===== config.mk =====
export PLATFORM = sky130hd
export DESIGN_NAME = dsp_preadd_mac
export DESIGN_NICKNAME = d
export VERILOG_FILES = /design/src/rtl/dsp_preadd_mac.sv
export SDC_FILE = /design/constraint.sdc
export NUM_CORES = 2
export LEC_CHECK = 0
export BUFFER_PORTS_ARGS = -buffer_cell sky130_fd_sc_hd__buf_2
export CAP_MARGIN = 30
export CORE_ASPECT_RATIO = 0.75
export CORE_MARGIN = 4
export CORE_UTILIZATION = 50
export CTS_CLUSTER_SIZE = 30
export DETAILED_ROUTE_END_ITERATION = 7
export PLACE_DENSITY = 0.72
export SLEW_MARGIN = 20
export SYNTH_ARGS = -nofsm -noshare
export SYNTH_HDL_FRONTEND = slang
export SYNTH_SLANG_ARGS = --single-unit

===== constraint.sdc =====
create_clock -name clk -period 7.9 [get_ports clk]
set_input_delay 0.79 -clock clk [delete_from_list [all_inputs] [get_ports clk]]
set_output_delay 0.79 -clock clk [all_outputs]
set_load 0.05 [all_outputs]

===== src/rtl/dsp_preadd_mac.sv =====
// Four-stage signed pre-add / multiply / post-add pipeline (DSP48-style slice).
// Define DSP_PREADD_MAC_SAT_EN to clamp the S4 result and report it on sat.
module dsp_preadd_mac #(
    parameter  int AW = 16,
    parameter  int CW = 16,
    parameter  int GW = 8,
    localparam int PW = AW + CW + 1 + GW
) (
    input  logic                 clk,
    input  logic                 rst,
    input  logic                 ce,
    input  logic                 in_valid,
    input  logic [1:0]           pre_mode,
    input  logic [1:0]           post_op,
    input  logic                 clr,
    input  logic signed [AW-1:0] a,
    input  logic signed [AW-1:0] b,
    input  logic signed [CW-1:0] c,
    input  logic signed [PW-1:0] d,
    output logic                 out_valid,
    output logic signed [PW-1:0] p_out,
    output logic                 sat
);
    localparam int MW = AW + 1 + CW;
`ifdef DSP_PREADD_MAC_SAT_EN
    localparam int SW = PW + 1;
`else
    localparam int SW = PW;
`endif

    // valid shift register, one bit per stage; [4] is out_valid
    logic [4:1]           r_vld;

    logic signed [AW-1:0] r1_a, r1_b;
    logic signed [CW-1:0] r1_c;
    logic signed [PW-1:0] r1_d;
    logic [1:0]           r1_pre, r1_op;
    logic                 r1_clr;

    logic signed [AW:0]   r2_a;
    logic signed [CW-1:0] r2_c;
    logic signed [PW-1:0] r2_d;
    logic [1:0]           r2_op;
    logic                 r2_clr;

    logic signed [MW-1:0] r3_m;
    logic signed [PW-1:0] r3_d;
    logic [1:0]           r3_op;
    logic                 r3_clr;

    logic signed [PW-1:0] r_p;

    logic signed [AW:0]   w_ax, w_bx, w_pre;
    logic signed [MW-1:0] w_m;
    logic signed [SW-1:0] w_m4, w_d4, w_p4, w_sum;
    logic signed [PW-1:0] w_pnext;

    assign w_ax = {r1_a[AW-1], r1_a};
    assign w_bx = {r1_b[AW-1], r1_b};

    always_comb begin
        w_pre = w_ax + w_bx;
        case (r1_pre)
            2'b00:   w_pre = w_ax + w_bx;
            2'b01:   w_pre = w_ax - w_bx;
            2'b10:   w_pre = w_ax;
            default: w_pre = w_bx - w_ax;
        endcase
    end

    assign w_m  = MW'(r2_a) * MW'(r2_c);

    assign w_m4 = SW'(r3_m);
    assign w_d4 = SW'(r3_d);
    assign w_p4 = SW'(r_p);

    // clr only restarts the sum for the accumulate op
    always_comb begin
        w_sum = w_m4;
        case (r3_op)
            2'b00:   w_sum = w_m4 + w_d4;
            2'b01:   w_sum = r3_clr ? w_m4 : (w_p4 + w_m4);
            2'b10:   w_sum = w_d4 - w_m4;
            default: w_sum = w_m4;
        endcase
    end

`ifdef DSP_PREADD_MAC_SAT_EN
    logic w_ovf;
    logic r_sat;

    // out of PW range when the extra top bit disagrees with the PW sign bit
    assign w_ovf   = w_sum[SW-1] ^ w_sum[SW-2];
    assign w_pnext = !w_ovf      ? w_sum[PW-1:0] :
                     w_sum[SW-1] ? {1'b1, {(PW-1){1'b0}}} :
                                   {1'b0, {(PW-1){1'b1}}};

    always_ff @(posedge clk) begin
        if (rst)
            r_sat <= 1'b0;
        else if (ce && r_vld[3])
            r_sat <= w_ovf;
    end

    assign sat = r_sat;
`else
    assign w_pnext = w_sum;
    assign sat     = 1'b0;
`endif

    always_ff @(posedge clk) begin
        if (rst) begin
            r_vld  <= '0;
            r1_a   <= '0;
            r1_b   <= '0;
            r1_c   <= '0;
            r1_d   <= '0;
            r1_pre <= '0;
            r1_op  <= '0;
            r1_clr <= 1'b0;
            r2_a   <= '0;
            r2_c   <= '0;
            r2_d   <= '0;
            r2_op  <= '0;
            r2_clr <= 1'b0;
            r3_m   <= '0;
            r3_d   <= '0;
            r3_op  <= '0;
            r3_clr <= 1'b0;
            r_p    <= '0;
        end else if (ce) begin
            r_vld  <= {r_vld[3:1], in_valid};
            r1_a   <= a;
            r1_b   <= b;
            r1_c   <= c;
            r1_d   <= d;
            r1_pre <= pre_mode;
            r1_op  <= post_op;
            r1_clr <= clr;
            r2_a   <= w_pre;
            r2_c   <= r1_c;
            r2_d   <= r1_d;
            r2_op  <= r1_op;
            r2_clr <= r1_clr;
            r3_m   <= w_m;
            r3_d   <= r2_d;
            r3_op  <= r2_op;
            r3_clr <= r2_clr;
            // bubbles must not disturb the accumulator
            if (r_vld[3])
                r_p <= w_pnext;
        end
    end

    assign out_valid = r_vld[4];
    assign p_out     = r_p;

endmodule


Word-level counts from Yosys, hierarchy flattened:

Cells that the tools add are included.

* bits in registers: 293
* bits of input ports: 98
* output and inout port bits: 43
* word-level logic and storage cells: 35

* add/subtract/negate cells: 6
* multipliers: 1
* eq/ne operators: 4
* muxes and demuxes: 3
* reduce and logical (&&, ||, !) cells: 3

Operators with widths (number)
* case mux 41 bit (3 select lines): 1
* case mux 17 bit (3 select lines): 1
* adder 33 x 41 -> 41 bit: 1
* adder 41 x 33 -> 41 bit: 1
* two-way mux 41 bit: 1
* subtractor 41 x 33 -> 41 bit: 1
* subtractor 16 x 16 -> 17 bit: 2
* multiplier 17 x 16 -> 33 bit: 1
* adder 16 x 16 -> 17 bit: 1
* equality test 2 x 1 -> 1 bit, second input constant: 2
* equality test 2 bit, second input constant: 2
* logical NOT 2 bit: 2
* AND reduction 2 bit: 1

Depth between registers and ports, before layout:

* depth after elaboration: 3
* gate-level depth with buffers: 25
* depth with buffers taken out: 24

Worst setup path after synthesis:

OpenSTA, ideal clock, no wires.

* kind: flip-flop to flip-flop
* start point: register r2_a[16]
* end point: register r3_m[29]
* setup time: 0.128 ns
* arrival time: 6.049 ns
* required time: 7.772 ns
* slack: 1.723 ns
* stages on the path, launching flop included: 26
* buffers on the path: 2
* clock period less this slack: 6.177 ns
* path through: dfxtp_1 > clkbuf_1 > clkbuf_1 > nand2_1 > inv_1 > fa_1 > inv_1 > fa_1 > inv_1 > fa_1 > fa_1 > fa_1 > inv_1 > fa_1 > inv_1 > ha_1 > a21o_1 > a21oi_1 > o21ai_0 > a2111oi_0 > o21ai_0 > a211o_1 > a31oi_1 > xnor2_1 > mux2i_1 > nor2_1

* cells in the longest elaborated chain, start to end: 1

RTL lines
* start, declared: RTL line 40 `logic signed [AW:0] r2_a;`
* start signal, assigned: RTL line 140 `r2_a <= w_pre;`
* multiplier 17 x 16 -> 33 bit: RTL line 71 `assign w_m = MW'(r2_a) * MW'(r2_c);`
* end signal, assigned: RTL line 145 `r3_m <= w_m;`
* end, declared: RTL line 46 `logic signed [MW-1:0] r3_m;`

Every way passes these cells.
A chain may end at the register's enable or synchronous reset.

Final worst setup path:

* start point: register r2_c[1]
* end point: register r3_m[29]

* cells in the longest elaborated chain, start to end: 1

RTL lines
* start, declared: RTL line 41 `logic signed [CW-1:0] r2_c;`
* start signal, assigned: RTL line 141 `r2_c <= r1_c;`
* multiplier 17 x 16 -> 33 bit: RTL line 71

Every way passes these cells.

==> run summary <==
- **H-tree depth reported by CTS** 2
- **hold crit path type** input pin to flop
- **unrepaired setup endpoints after global routing** false
- **cell internal pwr** 3.114 mW
- **via density per instance** 5.606
- **setup slack after placement** 1001 ps
- **Core Area** 0.05602 sq mm
- **Pre-antenna DRT Iters** 5
- **Post-Synthesis Cell Area** 0.02832 sq mm
- **latest clock arrival within the worst-skew pair** 570 ps
- **last weighted congestion value of the routability-driven placer** 0.9707
- **layout net count** 3,962
- **chip width** 282.8 um
- **via count of the first global-routing pass** 22,084
- **library cells used by synthesis** 74
- **number of remaining DRC errors** 0
- **startpoint kind of the worst setup timing path** flop
- **average detailed-routed wire length per instance** 17.91 um
- **flops & latches, synth** 293
- **number of non-filler instances in the completed layout** 4,142
- **YS warnings** 0
- **global-route usage over all layers** 24.33%
- **outcome** finished, final reports clean
- **Rel. slew slack** 39.42%
- **maximum net fanout on the critical path** 18
- **VDD IR max** 158.4 uV
- **Post-Syn Nets** 3,924
- **post-detail-place hpwl** 57,960 um
- **leakage component of the power** 14.70 nW
- **Design Area, Final** 0.03066 sq mm
- **endpoint arrival time on the critical path** 7340 ps
- **shortest period the worst path allows** 6934 ps
- **most used routing layer in global routing** met1
- **number of nets with antenna violations after detailed routing** 0
- **post-detailed-placement cell area** 0.02948 sq mm
- **DRT iter0 DRCs** 1,925
- **number of stages on the worst hold path** 3
- **number of primary I/O pins** 141
- **part of the power in the clock network** 32.6%
- **sequential-to-total area share from yosys stat** 20.71%
- **mean area per synthesized cell** 8.459 sq um
- **std cell rows** 75
- **switching power summed over all nets** 1.837 mW
- **Num Clock Sinks** 293
- **critical path required time** 8310 ps
- **die outline height** 214.1 um
- **largest net degree at the start of global routing** 131
- **count of final setup violators** 0
- **number of buffers added by the clock tree synthesis step** 34
- **met2 track demand over resource** 34.10%
- **global-route track usage on met1** 37.52%
- **clock-pin slew on the worst setup and hold paths** 60 ps
- **number of standard cells after synthesis** 3,348
- **number of antenna violations at the first check in global routing** 0
- **kind of end point of the critical path** flop
- **area grow syn2layout** 8.243%
- **share of post-route cells with drive strength above 1** 7.097%
- **number of max-slew violations in the final report** 0
- **number of setup buffers added after CTS** 0
- **Gates resized, CTS repair** 0
- **Setup WS post-layout** 966.4 ps
- **f_max** 0.1442 GHz
- **power density over the cells** 161.5 mW/mm^2
- **count of vias placed by the detailed router** 23,218
- **setup TNS** 0 ps
- **floorplan die area** 0.06056 sq mm
- **async set or reset register ratio after synthesis** 0%
- **worst clock skew** 26.04 ps
- **number of flops mapped to enable cells by yosys** 0
- **fin crit share** 87.77%
- **power share of the sequential group** 34.2%
- **switching share of power** 37.10%
- **Initial Utilization** 50.55%
- **max-capacitance violation count** 0
- **most used flip-flop cell after synthesis** sky130_fd_sc_hd__dfxtp_1
- **wirelength, routed** 74,190 um
- **TritonCTS clock tree** done
- **Worst-Margin Slew** 907.4 ps
- **first-pass GRT wire length** 119,300 um
- **Clk Tree Root Cell** sky130_fd_sc_hd__clkbuf_16
- **number of cells after detailed placement** 4,079
- **Reg2Reg Depth** 23
- **Max Buffers Root-to-Sink** 3
- **total global routing overflow** 0
- **met3 Resource Use GR** 6.194%
- **CTS hold repair buffers** 0
- **fraction of power consumed by combinational cells** 33.2%
- **count of input and output buffers** 139
- **Worst Setup Path Type** flop to flop
- **final hold violations** 0
==> metrics by stage <==
step	hold slack [ps]	power, mW	util (%)
2_1_floorplan	460.1	2.863	-
3_3_place_gp	458.9	3.302	52.63
3_5_place_dp	467.5	3.315	52.63
4_1_cts	428.2	4.950	54.66
5_1_grt	463.9	5.233	54.72
6_report	455.6	4.951	54.72
==> worst max-delay path: stages, from the launching register on <==
cell	delay, ps
sky130_fd_sc_hd__dfxtp_1	860
sky130_fd_sc_hd__nand2_1	210
sky130_fd_sc_hd__inv_1	170
sky130_fd_sc_hd__fa_1	480
sky130_fd_sc_hd__inv_1	260
sky130_fd_sc_hd__fa_1	440
sky130_fd_sc_hd__inv_1	80
sky130_fd_sc_hd__fa_1	430
sky130_fd_sc_hd__fa_1	480
sky130_fd_sc_hd__fa_1	550
sky130_fd_sc_hd__inv_1	60
sky130_fd_sc_hd__fa_1	530
sky130_fd_sc_hd__inv_1	40
sky130_fd_sc_hd__ha_1	330
sky130_fd_sc_hd__a21o_1	170
sky130_fd_sc_hd__a21oi_1	130
sky130_fd_sc_hd__o21ai_0	120
sky130_fd_sc_hd__a2111oi_0	390
sky130_fd_sc_hd__o21ai_0	220
sky130_fd_sc_hd__a211o_1	330
sky130_fd_sc_hd__a31oi_1	220
sky130_fd_sc_hd__xnor2_1	90
sky130_fd_sc_hd__mux2i_1	150
sky130_fd_sc_hd__nor2_1	60
==> path summary, 6_finish.rpt <==
path / from / end / slack (ps)
setup reg to reg: r2_c[1]$_SDFFE_PP0P_ / r3_m[29]$_SDFFE_PP0P_ / 970
hold reg to reg: r2_d[8]$_SDFFE_PP0P_ / r3_d[8]$_SDFFE_PP0P_ / 480
hold / removal: d[4] / r1_d[4]$_SDFFE_PP0P_ / 460
setup / recovery: r2_c[1]$_SDFFE_PP0P_ / r3_m[29]$_SDFFE_PP0P_ / 970
==> final cells by class <==
type,count,area [sq um]
fill,5134,25370
multi-input combinational,2511,20390
sequential,293,5867
inverter,385,1445
clock buffer,47,949.7
tap,731,914.6
timing repair buffer,161,900.9
clock inverter,13,185.2
antenna,1,2.502
==> cell families (layout without fill, tap and decap cells) <==
group                    after synthesis  count (layout)  synth area share, %
AND/OR/NAND/NOR                     1040            1040                16.96
AO/OA/AOI/OAI                        589             589                12.97
buffers and inverters                544             606                7.294
adder cells (fa/ha/maj)              478             478                28.54
flip-flops                           293             293                20.71
multiplexers                         233             233                8.239
XOR/XNOR                             170             170                5.284
other                                  1               2              0.01324
==> cells in the final DEF (no fill, tap or decap), types with 126 or more instances in the layout <==
cell type and count:
sky130_fd_sc_hd__mux2i_1 232, sky130_fd_sc_hd__o21ai_0 126, sky130_fd_sc_hd__buf_2 137, sky130_fd_sc_hd__dfxtp_1 292
sky130_fd_sc_hd__nor2_1 389, sky130_fd_sc_hd__a21oi_1 197, sky130_fd_sc_hd__ha_1 198, sky130_fd_sc_hd__fa_1 280
sky130_fd_sc_hd__inv_1 385, sky130_fd_sc_hd__nand2_1 275, sky130_fd_sc_hd__and2_1 136
==> sequential cells by signal, indices dropped and copies added (netlist names) <==
name	cells
r3_d	41
r_vld	4
r1_clr	1
r1_d	41
p_out	41
r3_clr	1
r3_m	33
r2_a	17
r1_b	16
r1_a	16
r2_op	2
r1_pre	2
r2_c	16
r1_c	16
r1_op	2
r2_d	41
r3_op	2
r2_clr	1
==> Yosys cell counts, types with 5 or more instances <==
cell type | instances | area share (%)
sky130_fd_sc_hd__nor2_1 | 389 | 5.2
sky130_fd_sc_hd__inv_1 | 385 | 5.1
sky130_fd_sc_hd__dfxtp_1 | 293 | 21
sky130_fd_sc_hd__fa_1 | 280 | 20
sky130_fd_sc_hd__nand2_1 | 275 | 3.6
sky130_fd_sc_hd__mux2i_1 | 232 | 8.2
sky130_fd_sc_hd__ha_1 | 198 | 8.7
sky130_fd_sc_hd__a21oi_1 | 197 | 3.5
sky130_fd_sc_hd__and2_1 | 137 | 3.0
sky130_fd_sc_hd__clkbuf_1 | 129 | 1.7
sky130_fd_sc_hd__o21ai_0 | 126 | 2.2
sky130_fd_sc_hd__xnor2_1 | 110 | 3.4
sky130_fd_sc_hd__nor3_1 | 77 | 1.4
sky130_fd_sc_hd__xor2_1 | 59 | 1.8
sky130_fd_sc_hd__a21o_1 | 54 | 1.4
sky130_fd_sc_hd__nand3_1 | 38 | 0.67
sky130_fd_sc_hd__a211oi_1 | 35 | 0.93
sky130_fd_sc_hd__nand2b_1 | 31 | 0.68
sky130_fd_sc_hd__o211ai_1 | 26 | 0.69
sky130_fd_sc_hd__buf_1 | 25 | 0.33
sky130_fd_sc_hd__o21a_1 | 22 | 0.58
sky130_fd_sc_hd__a31oi_1 | 21 | 0.46
sky130_fd_sc_hd__or3_1 | 19 | 0.42
sky130_fd_sc_hd__nor2b_1 | 16 | 0.35
sky130_fd_sc_hd__nand4_1 | 12 | 0.27
sky130_fd_sc_hd__o21bai_1 | 12 | 0.32
sky130_fd_sc_hd__o31ai_1 | 12 | 0.32
sky130_fd_sc_hd__a2111oi_0 | 9 | 0.28
sky130_fd_sc_hd__and3_1 | 9 | 0.20
sky130_fd_sc_hd__o22ai_1 | 9 | 0.20
sky130_fd_sc_hd__nor4_1 | 8 | 0.18
sky130_fd_sc_hd__or2_2 | 7 | 0.15
sky130_fd_sc_hd__a311oi_1 | 6 | 0.19
sky130_fd_sc_hd__a211o_1 | 5 | 0.15
sky130_fd_sc_hd__a41oi_1 | 5 | 0.15
sky130_fd_sc_hd__o221ai_1 | 5 | 0.15
==> power groups by stage <==
stage                     registers, mW  clock network (mW)  logic (mW)
after global routing               1.71                1.71        1.82
after global placement             1.72                   0        1.58
after CTS                          1.69                1.65        1.61
after detailed placement           1.72                   0        1.59
final                              1.70                1.61        1.64
after floorplan                    1.64                   0        1.22
==> layer usage <==
layer / vias up / share of wire, %
li1: 11205 / -
met1: 11055 / 47
met2: 860 / 41
met3: 98 / 9.9
met4: 0 / 2.1
met5: - / 0
Power figures use the tool's default switching activity.
